File: src/rtl/logic_gate_unit.sv
// Clocked bitwise gate unit: applies one of eight gate functions per beat (pairwise) or folds a
// multi-beat packet into a single result (accumulate), with valid/ready on both sides.
module logic_gate_unit #(
    parameter int unsigned WIDTH = 8,
    parameter int unsigned CNT_W = 4
) (
    input  logic             clk,
    input  logic             rst,
    input  logic             in_valid,
    output logic             in_ready,
    input  logic [WIDTH-1:0] in_a,
    input  logic [WIDTH-1:0] in_b,
    input  logic [2:0]       in_op,
    input  logic             in_mode,
    input  logic             in_last,
    output logic             out_valid,
    input  logic             out_ready,
    output logic [WIDTH-1:0] out_y,
    output logic             out_all_ones,
    output logic             out_zero,
    output logic [CNT_W-1:0] out_beats
);

    typedef enum logic {StIdle, StAccum} state_e;

    localparam logic [CNT_W-1:0] CntMax = {CNT_W{1'b1}};
    localparam logic [CNT_W-1:0] CntOne = CNT_W'(1);

    state_e           state_q;
    logic [WIDTH-1:0] acc_q;
    logic [CNT_W-1:0] cnt_q;
    logic [2:0]       op_q;
    logic             out_valid_q;
    logic [WIDTH-1:0] out_y_q;
    logic             out_all_ones_q;
    logic             out_zero_q;
    logic [CNT_W-1:0] out_beats_q;

    logic             in_fire;
    logic [2:0]       op_sel;
    logic [WIDTH-1:0] term;
    logic [WIDTH-1:0] acc_d;
    logic [CNT_W-1:0] cnt_d;
    logic [WIDTH-1:0] res;
    logic             emit;

    // Per-beat term: base gate of the operands, or operand A for NOT/BUF.
    function automatic logic [WIDTH-1:0] beat_term(input logic [2:0] op,
                                                   input logic [WIDTH-1:0] a,
                                                   input logic [WIDTH-1:0] b);
        logic [WIDTH-1:0] t;
        unique case (op)
            3'd0, 3'd2: t = a & b;
            3'd1, 3'd3: t = a | b;
            3'd4, 3'd5: t = a ^ b;
            default:    t = a;
        endcase
        return t;
    endfunction

    // Fold a new term into the running accumulator; NOT/BUF keep only the latest term.
    function automatic logic [WIDTH-1:0] fold(input logic [2:0] op,
                                              input logic [WIDTH-1:0] acc,
                                              input logic [WIDTH-1:0] t);
        logic [WIDTH-1:0] r;
        unique case (op)
            3'd0, 3'd2: r = acc & t;
            3'd1, 3'd3: r = acc | t;
            3'd4, 3'd5: r = acc ^ t;
            default:    r = t;
        endcase
        return r;
    endfunction

    function automatic logic is_inverted(input logic [2:0] op);
        return (op == 3'd2) || (op == 3'd3) || (op == 3'd5) || (op == 3'd6);
    endfunction

    assign in_ready = !out_valid_q || out_ready;
    assign in_fire  = in_valid && in_ready;

    always_comb begin
        op_sel = in_op;
        acc_d  = '0;
        cnt_d  = CntOne;
        emit   = 1'b0;
        term   = '0;
        if (state_q == StAccum) begin
            op_sel = op_q;
            term   = beat_term(op_q, in_a, in_b);
            acc_d  = fold(op_q, acc_q, term);
            cnt_d  = (cnt_q == CntMax) ? cnt_q : cnt_q + CntOne;
            emit   = in_fire && in_last;
        end else begin
            term  = beat_term(in_op, in_a, in_b);
            acc_d = term;
            emit  = in_fire && (!in_mode || in_last);
        end
        res = is_inverted(op_sel) ? ~acc_d : acc_d;
    end

    always_ff @(posedge clk) begin
        if (rst) begin
            state_q        <= StIdle;
            acc_q          <= '0;
            cnt_q          <= '0;
            op_q           <= '0;
            out_valid_q    <= 1'b0;
            out_y_q        <= '0;
            out_all_ones_q <= 1'b0;
            out_zero_q     <= 1'b0;
            out_beats_q    <= '0;
        end else begin
            if (out_valid_q && out_ready) begin
                out_valid_q <= 1'b0;
            end
            if (in_fire) begin
                unique case (state_q)
                    StIdle: begin
                        if (in_mode) begin
                            op_q    <= in_op;
                            acc_q   <= acc_d;
                            cnt_q   <= cnt_d;
                            state_q <= in_last ? StIdle : StAccum;
                        end
                    end
                    StAccum: begin
                        acc_q   <= acc_d;
                        cnt_q   <= cnt_d;
                        state_q <= in_last ? StIdle : StAccum;
                    end
                    default: state_q <= StIdle;
                endcase
            end
            // A new result overrides the clear above when both happen in one cycle.
            if (emit) begin
                out_valid_q    <= 1'b1;
                out_y_q        <= res;
                out_all_ones_q <= &res;
                out_zero_q     <= ~|res;
                out_beats_q    <= cnt_d;
            end
        end
    end

    assign out_valid    = out_valid_q;
    assign out_y        = out_y_q;
    assign out_all_ones = out_all_ones_q;
    assign out_zero     = out_zero_q;
    assign out_beats    = out_beats_q;

endmodule

File: config.mk
export PLATFORM = sky130hd
export DESIGN_NAME = logic_gate_unit
export DESIGN_NICKNAME = d
export VERILOG_FILES = /design/src/rtl/logic_gate_unit.sv
export SDC_FILE = /design/constraint.sdc
export NUM_CORES = 1
export LEC_CHECK = 0
export ABC_AREA = 1
export CORE_ASPECT_RATIO = 2
export CORE_MARGIN = 5
export CORE_UTILIZATION = 55
export CTS_CLUSTER_DIAMETER = 40
export DETAILED_ROUTE_END_ITERATION = 8
export PLACE_DENSITY = 0.81
export SLEW_MARGIN = 25
export SYNTH_ARGS = -nofsm -noshare
export SYNTH_HDL_FRONTEND = slang
export SYNTH_SLANG_ARGS = --single-unit
export TNS_END_PERCENT = 20
File: constraint.sdc
create_clock -name clk -period 2.5 [get_ports clk]
set_input_delay 0.375 -clock clk [delete_from_list [all_inputs] [get_ports clk]]
set_output_delay 0.375 -clock clk [all_outputs]
set_load 0.1 [all_outputs]
==> results of run 1 <==
[report_power, final]
part | switching (W) | internal [W]
registers | 0.0000250 | 0.000535
logic | 0.000517 | 0.000299
clock network | 0.000195 | 0.000322
total | 0.000737 | 0.00116
[logic make-up after synthesis]
| kind of cell | count (synthesis) | share of synthesized area [%] |
|---|---|---|
| flops | 31 | 22.5 |
| compound gates | 73 | 13.9 |
| simple gates | 227 | 37.0 |
| xor+xnor | 1 | 0.318 |
| buf+inv | 93 | 14.5 |
| fa+ha+maj | 26 | 11.8 |
[per-layer routing]
metal	up-vias	part of all wire, %	GRT usage, %
li1	1577	-	-
met4	0	3.9	15.1
met5	-	0	0
met1	1420	37	23.3
met2	89	56	45.4
met3	31	3.4	2.45
[synthesized netlist by cell type]
cell type                    n
sky130_fd_sc_hd__nand2_1   125
sky130_fd_sc_hd__inv_1      73
sky130_fd_sc_hd__nand3_1    50
sky130_fd_sc_hd__o21ai_0    39
sky130_fd_sc_hd__dfxtp_1    31
sky130_fd_sc_hd__ha_1       26
sky130_fd_sc_hd__a21oi_1    22
sky130_fd_sc_hd__nor2_1     22
sky130_fd_sc_hd__nand2_2     8
sky130_fd_sc_hd__clkbuf_1    6
sky130_fd_sc_hd__nand4_1     6
sky130_fd_sc_hd__buf_6       5
sky130_fd_sc_hd__o211ai_1    5
sky130_fd_sc_hd__buf_2       4
sky130_fd_sc_hd__nor2_2      4
sky130_fd_sc_hd__o21ai_1     4
sky130_fd_sc_hd__inv_2       3
sky130_fd_sc_hd__nand3_2     3
sky130_fd_sc_hd__nor3_1      3
sky130_fd_sc_hd__a31oi_1     2
sky130_fd_sc_hd__buf_4       2
sky130_fd_sc_hd__nand2_4     2
sky130_fd_sc_hd__nand3b_1    2
sky130_fd_sc_hd__nor2_4      2
sky130_fd_sc_hd__o221ai_1    1
sky130_fd_sc_hd__xor2_1      1
[state kept, by name, indices dropped and copies added, names as in the netlist]
| register | flops |
|---|---|
| cnt_q | 4 |
| op_q | 3 |
| out_beats | 4 |
| out_all_ones | 1 |
| out_valid | 1 |
| out_zero | 1 |
| acc_q | 8 |
| state_q | 1 |
| out_y | 8 |
[repair_timing]
action / 4_1_cts / 5_1_grt
pin swaps: 1 / 22
setup buffers: 0 / 7
resized for setup: 2 / 56
endpoints found under the setup margin: 2 / 9
[final cells by class]
cell class                      count  area [um2]
Clock inverter                      2        35.0
Tap cell                           57        71.3
Multi-Input combinational cell    327        1910
Clock buffer                        6        82.6
Timing Repair Buffer               78         713
Fill cell                         387        1140
Sequential cell                    31         623
Inverter                           76         285
[worst reg2reg max path, stage by stage, from the launching register on]
cell	delay (ps)
sky130_fd_sc_hd__dfxtp_1	330
sky130_fd_sc_hd__buf_12	170
sky130_fd_sc_hd__nor2_4	120
sky130_fd_sc_hd__inv_2	100
sky130_fd_sc_hd__o221ai_2	140
sky130_fd_sc_hd__nand2_1	100
sky130_fd_sc_hd__ha_1	280
sky130_fd_sc_hd__o21ai_1	70
sky130_fd_sc_hd__nand3_1	70
sky130_fd_sc_hd__nand2_1	70
sky130_fd_sc_hd__nand2_2	110
sky130_fd_sc_hd__nand2_2	80
sky130_fd_sc_hd__nand2_2	100
sky130_fd_sc_hd__nand3_2	80
sky130_fd_sc_hd__nor2_1	130
sky130_fd_sc_hd__nand3_1	80
sky130_fd_sc_hd__nor2_1	110
sky130_fd_sc_hd__nand2_1	60
sky130_fd_sc_hd__nand2_1	50
[worst max-delay path by stage]
stage	to	cells past startpoint
final	out_all_ones	19
after global routing	out_y[0]	16
after CTS	out_zero	18
after detailed placement	out_all_ones	18
after global placement	out_all_ones	18
after floorplan	out_beats[1]	7
[cells in the final DEF, fill, tap and decap left out, types with 3 or more instances in the layout]
master,count
sky130_fd_sc_hd__dfxtp_1,29
sky130_fd_sc_hd__nor3_1,3
sky130_fd_sc_hd__a21oi_1,21
sky130_fd_sc_hd__nand2_4,3
sky130_fd_sc_hd__nand2_1,113
sky130_fd_sc_hd__inv_1,64
sky130_fd_sc_hd__nand3_1,47
sky130_fd_sc_hd__nor2_2,6
sky130_fd_sc_hd__nor2_1,20
sky130_fd_sc_hd__o21ai_0,32
sky130_fd_sc_hd__clkbuf_8,6
sky130_fd_sc_hd__clkdlybuf4s50_1,12
sky130_fd_sc_hd__o21ai_1,10
sky130_fd_sc_hd__ha_4,8
sky130_fd_sc_hd__nand4_1,6
sky130_fd_sc_hd__dlymetal6s2s_1,12
sky130_fd_sc_hd__inv_2,12
sky130_fd_sc_hd__buf_12,3
sky130_fd_sc_hd__nand3_2,5
sky130_fd_sc_hd__o211ai_1,5
sky130_fd_sc_hd__ha_1,18
sky130_fd_sc_hd__buf_4,51
sky130_fd_sc_hd__nand2_2,19
[metrics by stage]
| stage | instance area (um2) | utilization, % | setup TNS (ps) |
|---|---|---|---|
| after floorplan | 2760 | - | 0 |
| after global placement | 3350 | 68.9 | -621 |
| after detailed placement | 3350 | 68.9 | -1710 |
| after CTS | 3470 | 71.4 | 0 |
| after global routing | 3720 | 76.6 | -7.94 |
| final | 3720 | 76.6 | 0 |
==> summary.md, run 1 <==
- finished, final reports clean — outcome
- out_beats[0] — worst hold start
- 6620 um2 — Die Footprint
- 0 — number of hold buffers added after cts
- 570 — net total in the final layout
- 31 — number of synthesized register bits
- 22.5% — fraction of post-synthesis cell area in the top cell type by area
- 3117 — via count
- 0.895 — RD Place Congestion
- flop to flop — worst min-delay path class
- 2590 ps — Data arrival, critical path
- 13.7 um — final routed wire length divided by cell count
- 35.1% — area added between synthesis and finish
- 4 — First-pass DRT Iterations
- primary input — Critical Path Start Type
- 41 — I/O pins
- 0.592 mV — maximum vdd ir drop
- 538 ps — slew at the pin closest to its max-slew limit
- flop — Critical Path End Type
- out_beats[0] — worst hold path endpoint
- 0 — final slew viol count
- 94.5% — final critical-path share of the clock period
- 31 — Sink Count
- op_q[2] — launch point of the worst reg-to-reg path
- 5820 um — final HPWL from detailed placement
- 502 — Post-Syn Nets
- 3 — Bufs and invs on worst path
- 0 — number of antenna violations at the first check in global routing
- 138 ps — final worst setup slack
- 23.7% — fraction of final layout cells with drive strength greater than 1
- 60.1 um — die outline width
- 480 ps — highest cell delay on the worst timing path
- 22.5% — post-synthesis sequential area ratio
- simple AND/OR/NAND/NOR gates — category of cells accounting for the largest share of critical-path delay
- 12500 um — wire length of the first global-routing pass
- 5.40 — post-DR vias/cell
- 4860 um2 — area inside the core boundary
- 36 — Site Rows
- 18 — number of cell instances on the worst register-to-register path
- 2360 ps — min Tclk post-route
- 0 — global-route congestion overflow total
- 0 — remaining antenna violation count
- 451 — Syn Inst Count
- 200 ps — R2R setup slack
- 280 ps — Clk Latency, worst-skew pair
- 0.00189 W — post-layout total power
- sky130_fd_sc_hd__dfxtp_1 — post-synthesis cell type with the largest combined area
- clkdlybuf4s50_1 -> inv_1 -> ha_4 -> nand3_1 -> nand2_1 -> nor2_2 -> nand2_1 -> ha_1 -> nand3_1 -> nand2_1 -> inv_1 -> nand3_1 -> nand2_2 -> nand2_4 -> nand2_2 -> nand2_1 -> nor2_1 -> nand2_1 -> nand2_1 — chain of cells forming the critical path
- sky130_fd_sc_hd__clkdlybuf4s50_1 — master of the slowest instance on the critical path
- 110 um — die outline height
- 3072 — vias in the first global route
- 0 — count of warnings emitted by yosys
- 149 — DRT iter0 DRCs
- 2 — number of cells on the worst hold path
- 2 — H-tree levels
- 0 — number of antenna cells inserted
- primary input to flop — Crit Path Class
- 5 — number of buffers inserted during clock tree synthesis
- 2760 um2 — Cell Area, Synth
- sky130_fd_sc_hd__nand2_1 — critical path's most frequent cell
- 0 — final number of hold-violating endpoints
- 1.92 nW — static leakage
- 6.14 ps — clock skew after layout
- 26 — Unique masters post-synth
- 70 ps — clock transition at the registers of the reported paths
- out_all_ones — end of the worst register-to-register path
- 0 — number of max-cap violations
- in_a[6] — first element of the critical path
- 56.7% — effective utilization at floorplan
- 40 — count of input and output buffers
- 423 MHz — maximum frequency from static timing analysis
- 3 — maximum fanout along the worst path
- 0 — count of endpoints failing setup in the final report
- 7880 um — wirelength, routed
- 30 — pin count of the biggest net entering global routing
- 577 — fin cells
- 6.11 um2 — mean cell area of the mapped netlist
- 2 — number of buffers on the longest clock path
- built — clock tree from TritonCTS
- 24.0% — overall routing resource usage
- 63.8% — worst slew margin relative to its limit
- sky130_fd_sc_hd__dfxtp_1, sky130_fd_sc_hd__nand2_1, sky130_fd_sc_hd__ha_1 — Synth area leaders
- 0 — post-route DRC violation count
- 562 — total instance count after detailed placement
- -317 ps — pre-CTS setup slack
- 2730 ps — Req. time, crit path
- sky130_fd_sc_hd__clkbuf_8 — cell at the root of the clock tree
- 458 ps — final hold slack
- 508 nW/um2 — pwr/cell area
No activity file was read; power rests on OpenSTA's default activity.
==> run 2: changes to the inputs <==
MAX_ROUTING_LAYER = met4   (was default)
==> run 2 against run 1 <==
  * Via count up 0.45%
  * Die area unchanged
  * Largest cell class unchanged
  * Non-clock buffer count stayed put
  * Register-to-register slack hardly changed
  * Total power hardly changed
  * Largest power group unchanged
  * Utilization did not move
  * Sequential power about the same
==> summary.md, run 2 (synthesis gave the netlist of run 1 again) <==
- finished, final reports clean — outcome
- 76.6% — final core utilization
- 5820 um — final HPWL from detailed placement
- built — clock tree from TritonCTS
- 40 — count of input and output buffers
- sky130_fd_sc_hd__nand2_1, sky130_fd_sc_hd__inv_1, sky130_fd_sc_hd__buf_4 — commonest non-fill, non-tap cells in the layout
- sky130_fd_sc_hd__nand2_1 — critical path's most frequent cell
- 623 um2 — flip-flop and latch area
- 13.7 um — final routed wire length divided by cell count
- 1910 um2 — area of combinational cells with multiple inputs
- 2360 ps — min Tclk post-route
- 0 — number of hold buffers added after cts
- 60 ps — clock transition at the registers of the reported paths
- 2 — H-tree levels
- clkdlybuf4s50_1 -> inv_1 -> ha_4 -> nand3_1 -> nand2_1 -> nor2_2 -> nand2_1 -> ha_1 -> nand3_1 -> nand2_1 -> inv_1 -> nand3_1 -> nand2_2 -> nand2_4 -> nand2_2 -> nand2_1 -> nor2_1 -> nand2_1 -> nand2_1 — chain of cells forming the critical path
- 480 ps — highest cell delay on the worst timing path
- 12500 um — wire length of the first global-routing pass
- 290 ps — Clk Latency, worst-skew pair
- 0 — global-route congestion overflow total
- 541 ps — slew at the pin closest to its max-slew limit
- sky130_fd_sc_hd__clkbuf_8 — cell at the root of the clock tree
- 63.5% — worst slew margin relative to its limit
- 4860 um2 — area inside the core boundary
- 3 — maximum fanout along the worst path
- sky130_fd_sc_hd__nand2_1 — most common library cell in the layout ignoring fill and taps
- 5 — number of buffers inserted during clock tree synthesis
- 94.6% — final critical-path share of the clock period
- 0 — remaining antenna violation count
- 0 — number of antenna cells inserted
- 4 — First-pass DRT Iterations
- primary input — Critical Path Start Type
- 0 — final number of hold-violating endpoints
- flop — Critical Path End Type
- 110 um — die outline height
- 24.6% — overall routing resource usage
- 0.00189 W — post-layout total power
- 5.43 — post-DR vias/cell
- 36 — Site Rows
- 161 — DRT iter0 DRCs
- 60.1 um — die outline width
- 0 — count of endpoints failing setup in the final report
- 0 — post-route DRC violation count
- 7890 um — wirelength, routed
- sky130_fd_sc_hd__clkdlybuf4s50_1 — master of the slowest instance on the critical path
- 6620 um2 — Die Footprint
- 6.61 ps — clock skew after layout
- 0 — number of antenna violations at the first check in global routing
- 570 — net total in the final layout
- 2730 ps — Req. time, crit path
- 56.7% — effective utilization at floorplan
- primary input to flop — Crit Path Class
- 508 nW/um2 — pwr/cell area
- 23.7% — fraction of final layout cells with drive strength greater than 1
- 31 — Sink Count
- 0.910 — RD Place Congestion
- 1.92 nW — static leakage
- 3072 — vias in the first global route
- 35.1% — area added between synthesis and finish
- 30 — pin count of the biggest net entering global routing
- 2 — number of buffers on the longest clock path
- flop to flop — worst min-delay path class
- 0 — final slew viol count
- 423 MHz — maximum frequency from static timing analysis
- 3131 — via count
- 190 ps — R2R setup slack
- 2600 ps — Data arrival, critical path
- 387 — number of inserted filler cells in the final layout
- 41 — I/O pins
- 0.592 mV — maximum vdd ir drop
- 0 — number of max-cap violations
[run 2: cell counts in the layout (fill, tap and decap cells not counted)]
Identical to the previous run, type by type.
[run 2: final cells by class]
cell class | instances | area share (%)
Multi-Input combinational cell | 327 | 51.4
Clock inverter | 2 | 0.941
Tap cell | 57 | 1.91
Inverter | 76 | 7.66
Timing Repair Buffer | 78 | 19.1
Sequential cell | 31 | 16.7
Clock buffer | 6 | 2.22
[run 2: what timing repair did]
item	in CTS	in global routing
pin swaps	1	22
gates resized for setup	2	56
endpoints found under the setup margin	2	9
buffers inserted	0	7
[run 2: final timing paths]
kind	start	end	depth (start not counted)
setup / recovery	in_a[6]	out_all_ones	19
hold / removal	out_beats[0]	out_beats[0]	2
setup reg to reg	op_q[2]	out_all_ones	18
hold reg to reg	out_beats[0]	out_beats[0]	2
[run 2: worst max-delay path: cells and delay by family]
| kind | cells | cell delay (ps) |
|---|---|---|
| simple gates | 14 | 1110 |
| fa+ha+maj | 2 | 480 |
| buf+inv | 3 | 610 |
[run 2: per-layer routing]
metal	routed length [um]	vias to the layer above	track usage [%]
li1	-	1578	-
met1	2900	1429	23.3
met2	4420	92	45.4
met3	255	32	2.45
met4	323	0	15.1
met5	0	-	-
[run 2: metrics by stage]
step | hold WS, ps | cells | setup slack (ps) | TNS (ps) | instance area, um2
CTS | 460 | 570 | 12.3 | 0 | 3470
global route | 481 | 577 | -5.74 | -7.94 | 3720
floorplan | 468 | 451 | 320 | 0 | 2760
global placement | 440 | 562 | -224 | -621 | 3350
finish | 457 | 577 | 135 | 0 | 3720
detailed placement | 447 | 562 | -317 | -1710 | 3350
[run 2: power by group]
part           internal (W)  switching [W]  leakage, nW  total (W)
clock network      0.000322       0.000195       0.0612   0.000518
registers          0.000535      0.0000250        0.255   0.000560
logic              0.000299       0.000517         1.61   0.000817
total               0.00116       0.000738         1.92    0.00189
